## config.mk

```make
export PLATFORM = sky130hd
export DESIGN_NAME = product_accumulator
export DESIGN_NICKNAME = d
export VERILOG_FILES = /design/src/rtl/product_accumulator.sv
export SDC_FILE = /design/constraint.sdc
export NUM_CORES = 1
export LEC_CHECK = 0
export ABC_AREA = 1
export CAP_MARGIN = 20
export CORE_AREA = 3 3 56 58
export DETAILED_ROUTE_END_ITERATION = 8
export DIE_AREA = 0 0 59 61
export MAX_ROUTING_LAYER = met4
export PLACE_DENSITY = 0.76
export SLEW_MARGIN = 10
export SYNTH_ARGS = -nofsm -noshare
export SYNTH_HDL_FRONTEND = slang
export SYNTH_SLANG_ARGS = --single-unit
```

## constraint.sdc

```tcl
create_clock -name Clk -period 1.7 [get_ports Clk]
set_clock_uncertainty 0.05 [all_clocks]
set_input_delay 0.255 -clock Clk [delete_from_list [all_inputs] [get_ports Clk]]
set_output_delay 0.255 -clock Clk [all_outputs]
set_load 0.05 [all_outputs]
```

## src/rtl/product_accumulator.sv

```systemverilog
// rtl/product_accumulator.sv - sums fixed-length frames of unsigned products with sticky overflow
module product_accumulator #(
    parameter int PRODUCT_WIDTH = 4,
    parameter int FRAME_LEN     = 4,
    parameter int ACC_WIDTH     = 6,
    parameter int CNT_WIDTH     = 8
) (
    input  logic                     Clk,
    input  logic                     Reset,
    input  logic                     clear,
    input  logic [PRODUCT_WIDTH-1:0] product,
    input  logic                     in_valid,
    output logic                     in_ready,
    output logic [ACC_WIDTH-1:0]     sum,
    output logic                     overflow,
    output logic                     out_valid,
    input  logic                     out_ready,
    output logic [CNT_WIDTH-1:0]     sample_count
);

    // Adder is one bit wider than the larger operand so any carry past ACC_WIDTH is visible.
    localparam int SUM_W = ((ACC_WIDTH > PRODUCT_WIDTH) ? ACC_WIDTH : PRODUCT_WIDTH) + 1;
    localparam logic [CNT_WIDTH-1:0] LAST_IDX = CNT_WIDTH'(FRAME_LEN - 1);

    typedef enum logic {
        ACCUM = 1'b0,
        HOLD  = 1'b1
    } state_t;

    state_t                 state_q, state_d;
    logic [ACC_WIDTH-1:0]   acc_q, acc_d;
    logic                   ovf_q, ovf_d;
    logic [CNT_WIDTH-1:0]   cnt_q, cnt_d;
    logic [ACC_WIDTH-1:0]   sum_q, sum_d;
    logic                   overflow_q, overflow_d;

    logic [SUM_W-1:0]       wide_sum;
    logic [ACC_WIDTH-1:0]   acc_next;
    logic                   carry;

    assign wide_sum = SUM_W'(acc_q) + SUM_W'(product);
    assign acc_next = wide_sum[ACC_WIDTH-1:0];
    assign carry    = |wide_sum[SUM_W-1:ACC_WIDTH];

    always_ff @(posedge Clk or posedge Reset) begin
        if (Reset) begin
            state_q    <= ACCUM;
            acc_q      <= '0;
            ovf_q      <= 1'b0;
            cnt_q      <= '0;
            sum_q      <= '0;
            overflow_q <= 1'b0;
        end else begin
            state_q    <= state_d;
            acc_q      <= acc_d;
            ovf_q      <= ovf_d;
            cnt_q      <= cnt_d;
            sum_q      <= sum_d;
            overflow_q <= overflow_d;
        end
    end

    always_comb begin
        state_d    = state_q;
        acc_d      = acc_q;
        ovf_d      = ovf_q;
        cnt_d      = cnt_q;
        sum_d      = sum_q;
        overflow_d = overflow_q;

        if (clear) begin
            // Abort wins over any transfer or result handshake in the same cycle.
            state_d = ACCUM;
            acc_d   = '0;
            ovf_d   = 1'b0;
            cnt_d   = '0;
        end else begin
            case (state_q)
                ACCUM: begin
                    if (in_valid) begin
                        if (cnt_q == LAST_IDX) begin
                            sum_d      = acc_next;
                            overflow_d = ovf_q | carry;
                            acc_d      = '0;
                            ovf_d      = 1'b0;
                            cnt_d      = '0;
                            state_d    = HOLD;
                        end else begin
                            acc_d = acc_next;
                            ovf_d = ovf_q | carry;
                            cnt_d = cnt_q + 1'b1;
                        end
                    end
                end
                HOLD: begin
                    if (out_ready) begin
                        state_d = ACCUM;
                    end
                end
                default: begin
                    state_d = ACCUM;
                end
            endcase
        end
    end

    assign in_ready     = (state_q == ACCUM);
    assign out_valid    = (state_q == HOLD);
    assign sum          = sum_q;
    assign overflow     = overflow_q;
    assign sample_count = cnt_q;

endmodule

```

==> run metrics <==
share of cells above drive strength 1 25.8%; clk root buf clkbuf_4; # setup viols final 0; Worst Hold Class primary input to asynchronous set/reset pin; Syn Inst Count approximately 170; fmax 597 MHz; CP max stage cell clkdlybuf4s50_1; largest net degree at the start of global routing 24; post-route ant nets 0; H-Tree Depth 1; Rows 19; Ports 26; pins over their slew limit 0; DIE WIDTH 59 um; maxcap violations 0; pwr/cell area roughly 740 nW/um^2; post-synthesis sequential area ratio 42.9%; Die ar. 3600 sq um; Remaining Overflow, GRT 0; met3 GRT Util about 2.8%; Pint 0.827 mW; post-route clock period utilization 98.6%; Critical Path Fanout Max 2; DRT Wirelength a little over 3 mm; post-synth top area cell dfrtp_1; antenna cells 0; Setup WS pre-CTS -0.298 ns; routability cong. slightly below 0.9; Yosys cell types 28; via/cell ratio about 5; DRC 0; Yosys Warn Count 0; Rel. slew slack 79.4%; RSZ-0062 raised after global routing yes; Static Leakage 0.951 nW; critical path data arrival time 1.87 ns; Die Y just over 60 um; final setup margin between 0.02 and 0.025 ns; most frequent cells in the layout nand2_1, buf_4, inv_1; CP Data Required Time 1.89 ns; initial antenna violation count 0; clk sink count 23; cts hold-fix bufs 0; Crit. End Element register; switching share of power 35.5%; total iterations of the first detailed-routing run 4; Syn-to-layout area delta 28.5%; # nets final 225; Layout Cells excl Fill 240; minimum clock period around 1.7 ns; Net Count, Synth roughly 190; Worst-Margin Slew 0.309 ns; post-synth design cell area ~1300 sq um; CTS tree built; GRT busiest layer met2; syn_area_per_cell 7.84 sq um; CP Class primary input to register; commonest non-fill, non-tap cell in the layout nand2_1; sequential share of power 48.4%; DR iter-0 viols 28; CP cell instances clkdlybuf4s50_1, ha_2, inv_1, fa_2, buf_4, xnor2_1, nand2_1, o21ai_0; Yosys top cell area share 42.9%; peak supply drop 0.000596 V; switching power total 0.456 mW; clock tree buffer depth 2; CP startpoint kind primary input; worst skew pair latency 0.31 ns; Clock Power Share 20.2%; vias in the first global route roughly 1200; met2 Use GR between 30% and 40%; Combinational Power Share 31.4%; Core ar. 2710 sq um; Slowest Stage Delay on Critical Path about 0.46 ns; Cell Count Post-Placement 234; Num CTS Buffers 3; drt wl/cell approximately 13 um; dominant cells by area after synthesis dfrtp_1, nand2_1, inv_1; status finished clean; dpl hpwl 2.35 mm; global-route wire length before repair roughly 5.2 mm; vias 1216; number of synthesized register bits 23; Hold Vio Cnt, Final 0; port buffer count 25; Worst-path clk slew 0.13 ns; met1 Track Usage GR 23.5%; GRT Total Usage 19.6%; Initial Utilization 49.5%
synth_stat cells (all sizes together):
| cell | n |
|---|---|
| a21oi | 2 |
| and2 | 1 |
| and3 | 1 |
| buf | 1 |
| dfrtp | 23 |
| fa | 1 |
| ha | 5 |
| inv | 29 |
| nand2 | 66 |
| nand3 | 12 |
| nand4 | 5 |
| nor2 | 8 |
| o211ai | 1 |
| o21ai | 11 |
| o22ai | 1 |
| o31ai | 1 |
| xnor2 | 2 |
| xor2 | 1 |
timing repair:
item	CTS	global route
resized for setup	0	4
setup endpoints to repair	0	3
setup buffers	0	2
power groups by stage:
stage                     logic [mW]  clock network [mW]  registers [mW]
after floorplan                0.166                   0           0.724
after global placement         0.376                   0           0.631
after detailed placement       0.391                   0           0.632
after CTS                      0.393               0.262           0.622
after global routing           0.434               0.287           0.628
final                          0.402               0.259           0.621
metrics by stage:
| stage | cell area [sq um] | setup TNS [ns] | utilization (%) | power [mW] | hold WS [ns] |
|---|---|---|---|---|---|
| 2_1_floorplan | 1350 | 0 | - | 0.889 | 0.207 |
| 3_5_place_dp | 1670 | -1.75 | 61.7 | 1.02 | 0.422 |
| 6_report | 1720 | 0 | 63.6 | 1.28 | 0.215 |
| 4_1_cts | 1700 | 0 | 62.7 | 1.28 | 0.220 |
| 3_3_place_gp | 1670 | -1.14 | 61.7 | 1.01 | 0.407 |
| 5_1_grt | 1720 | -0.107 | 63.6 | 1.35 | 0.231 |
kinds of logic (layout without fill, tap and decap cells):
kind of cell | Yosys count | in the layout | share of synthesized area [%]
fa+ha+maj | 6 | 6 | 6.16
xor+xnor | 3 | 3 | 1.96
flops | 23 | 23 | 42.9
buf+inv | 30 | 68 | 8.86
compound gates | 16 | 16 | 7.28
simple gates | 93 | 93 | 32.8
final cells by class:
cell class              instances  area, sq um
well taps                      31         38.8
fillers                       244          986
multi-input cells             118          657
clock buffers                   4         26.3
repair buffers                 35          308
flip-flops and latches         23          578
inverters                      29          116
path summary, 6_finish.rpt:
| check | start | end | slack [ns] | cells past startpoint |
|---|---|---|---|---|
| max | product[0] | acc_q[2]$_DFFE_PP0P_ | 0.02 | 8 |
| min | Reset | sample_count[2]$_DFFE_PP0P_ | 0.22 | 3 |
| max reg2reg | acc_q[0]$_DFFE_PP0P_ | acc_q[2]$_DFFE_PP0P_ | 0.06 | 7 |
| min reg2reg | sum[3]$_DFFE_PP0P_ | sum[3]$_DFFE_PP0P_ | 0.45 | 2 |
| max in group asynchronous | Reset | sample_count[0]$_DFFE_PP0P_ | 1.14 | 3 |
| min in group Clk | out_ready | out_valid$_DFF_PP0_ | 0.43 | 2 |
routing by layer:
metal / share of wire (%) / up-vias
met4: 1.1 / 0
met1: 45 / 573
met5: 0 / -
li1: - / 616
met2: 51 / 23
met3: 3.7 / 4
sequential cells by signal (all words and copies together) (netlist names):
| register | cells |
|---|---|
| sample_count | 8 |
| acc_q | 6 |
| sum | 6 |
| out_valid | 1 |
| overflow | 1 |
| ovf_q | 1 |
critical path, delay by kind of cell:
kind	cells	cell delay [ns]
AND/OR/NAND/NOR	1	0.07
XOR/XNOR	1	0.18
adder cells (fa/ha/maj)	2	0.55
AO/OA/AOI/OAI	1	0.15
buffers and inverters	3	0.67
No activity file was read; power rests on OpenSTA's default activity.
==> RTL edit: new RTL, same settings <==
Make the reset (`Reset`) synchronous in one clocked block.
--- a/src/rtl/product_accumulator.sv
+++ b/src/rtl/product_accumulator.sv
@@ -42,7 +42,7 @@
     assign acc_next = wide_sum[ACC_WIDTH-1:0];
     assign carry    = |wide_sum[SUM_W-1:ACC_WIDTH];
 
-    always_ff @(posedge Clk or posedge Reset) begin
+    always_ff @(posedge Clk) begin
         if (Reset) begin
             state_q    <= ACCUM;
             acc_q      <= '0;
Behaviour: differs if Reset is asserted again (counterexample within 4 cycles, from zero or initial values and one cycle with Reset high); with Reset held inactive, the same outputs for 4 cycles.
==> RTL edit against the original RTL <==
  * Cell area shrank 7.5%
  * Routed wire length is 13% lower
  * Area after synthesis decreased by 8.3%
  * Sequential share of layout area shrank 4.5 points
  * Non-clock buffer count unchanged
  * Count of clock-buffer cells in the layout fell by 1
  * Utilization shrank 4.8 points
  * Critical path type unchanged
  * Highest routed layer unchanged
  * Sequential cell count unchanged
  * Register-to-register slack improved by 40 ps
  * Setup slack improved by 48 ps
  * Die area did not move
Power is not compared: it rests on default switching activity, and its combinational part moved more than twofold at a synthesized area within 25%.
==> RTL edit: results <==
export IMPL_cts_root_buf="clkbuf_4"
export IMPL_hold_end="acc_q[3]"
export IMPL_vias_per_cell=5.00
export IMPL_endpoint="acc_q[4]"
export IMPL_use_met3=0.0191
export IMPL_placed_area_sq_mm=0.00156
export IMPL_r2r_start="acc_q[0]"
export IMPL_r2r_slack_ps=100
export IMPL_final_nets=218
export IMPL_crit_arrival_ps=1840
export IMPL_drt_wl_total_um=2670
export IMPL_min_path_type="reg2reg"
export IMPL_synth_area_leaders="dfxtp_1 37%, nand2_1 13%, nor2_1 7.6%"
export IMPL_synthCells=165
export IMPL_grt_pass1_vias=1137
export IMPL_async_reset_ff_frac=0
export IMPL_synth_top_cells_by_count="41 x nand2_1, 25 x nor2_1, 23 x dfxtp_1"
export IMPL_routabilityCongestion=0.924
export IMPL_final_layout_size_suffix_gt1_frac=0.243
export IMPL_path_delay_family="adder cells"
export IMPL_holdWs_ps=429
export IMPL_gr_usage_met1=0.189
export IMPL_run_status="finished clean"
export IMPL_grt_met2_usage=0.304
export IMPL_yosys_warnings=0
export IMPL_drt_initial_drc_count=44
export IMPL_syn_nets=180
export IMPL_grt_usage=0.168
export IMPL_critical_path_max_stage_delay_ps=400
export IMPL_wl_met3_um=94
export IMPL_place_hpwl_um=2200
export IMPL_wl_met2_um=1410
export IMPL_post_route_period_util=0.957
export IMPL_pre_cts_ws_ps=-300
export IMPL_synth_ff_type="dfxtp_1"
export IMPL_ys_seq_area_frac=0.374
export IMPL_grt_pass1_wl_um=4550
export IMPL_met1Wirelength_um=1130
export IMPL_slew_headroom=0.731
export IMPL_yosys_cell_types_count=25
export IMPL_grt_max_degree=14
export IMPL_finalNonFillerCells=233
export IMPL_cp_startpoint="product[0]"
export IMPL_max_vdd_ir_drop_v=0.000442
[RTL edit: what timing repair did]
action	4_1_cts	5_1_grt
hold buffers	0	0
endpoints found under the setup margin	0	1
gates resized for setup	0	2
[RTL edit: cell type report]
type,instances,area [sq um]
Inverter,17,63.8
Clock inverter,1,5.00
Clock buffer,3,22.5
Timing Repair Buffer,35,295
Fill cell,259,1110
Sequential cell,23,463
Tap cell,31,38.8
Multi-Input combinational cell,123,707
[RTL edit: power groups by stage]
stage	logic [mW]	registers (mW)	clock network (mW)
final	0.127	0.550	0.252
after global routing	0.140	0.552	0.283
after CTS	0.127	0.551	0.263
after detailed placement	0.127	0.562	0
after global placement	0.124	0.562	0
after floorplan	0.0586	0.568	0
[RTL edit: kinds of logic (layout without fill, tap and decap cells)]
group	after synthesis	in the layout	share of synthesized area
and+or+nand+nor	94	94	0.381
adders and majority gates	6	6	0.0671
DFF	23	23	0.374
buffers and inverters	19	56	0.0600
AOI/OAI and AO/OA	20	20	0.0956
xor gates and xnor gates	3	3	0.0214
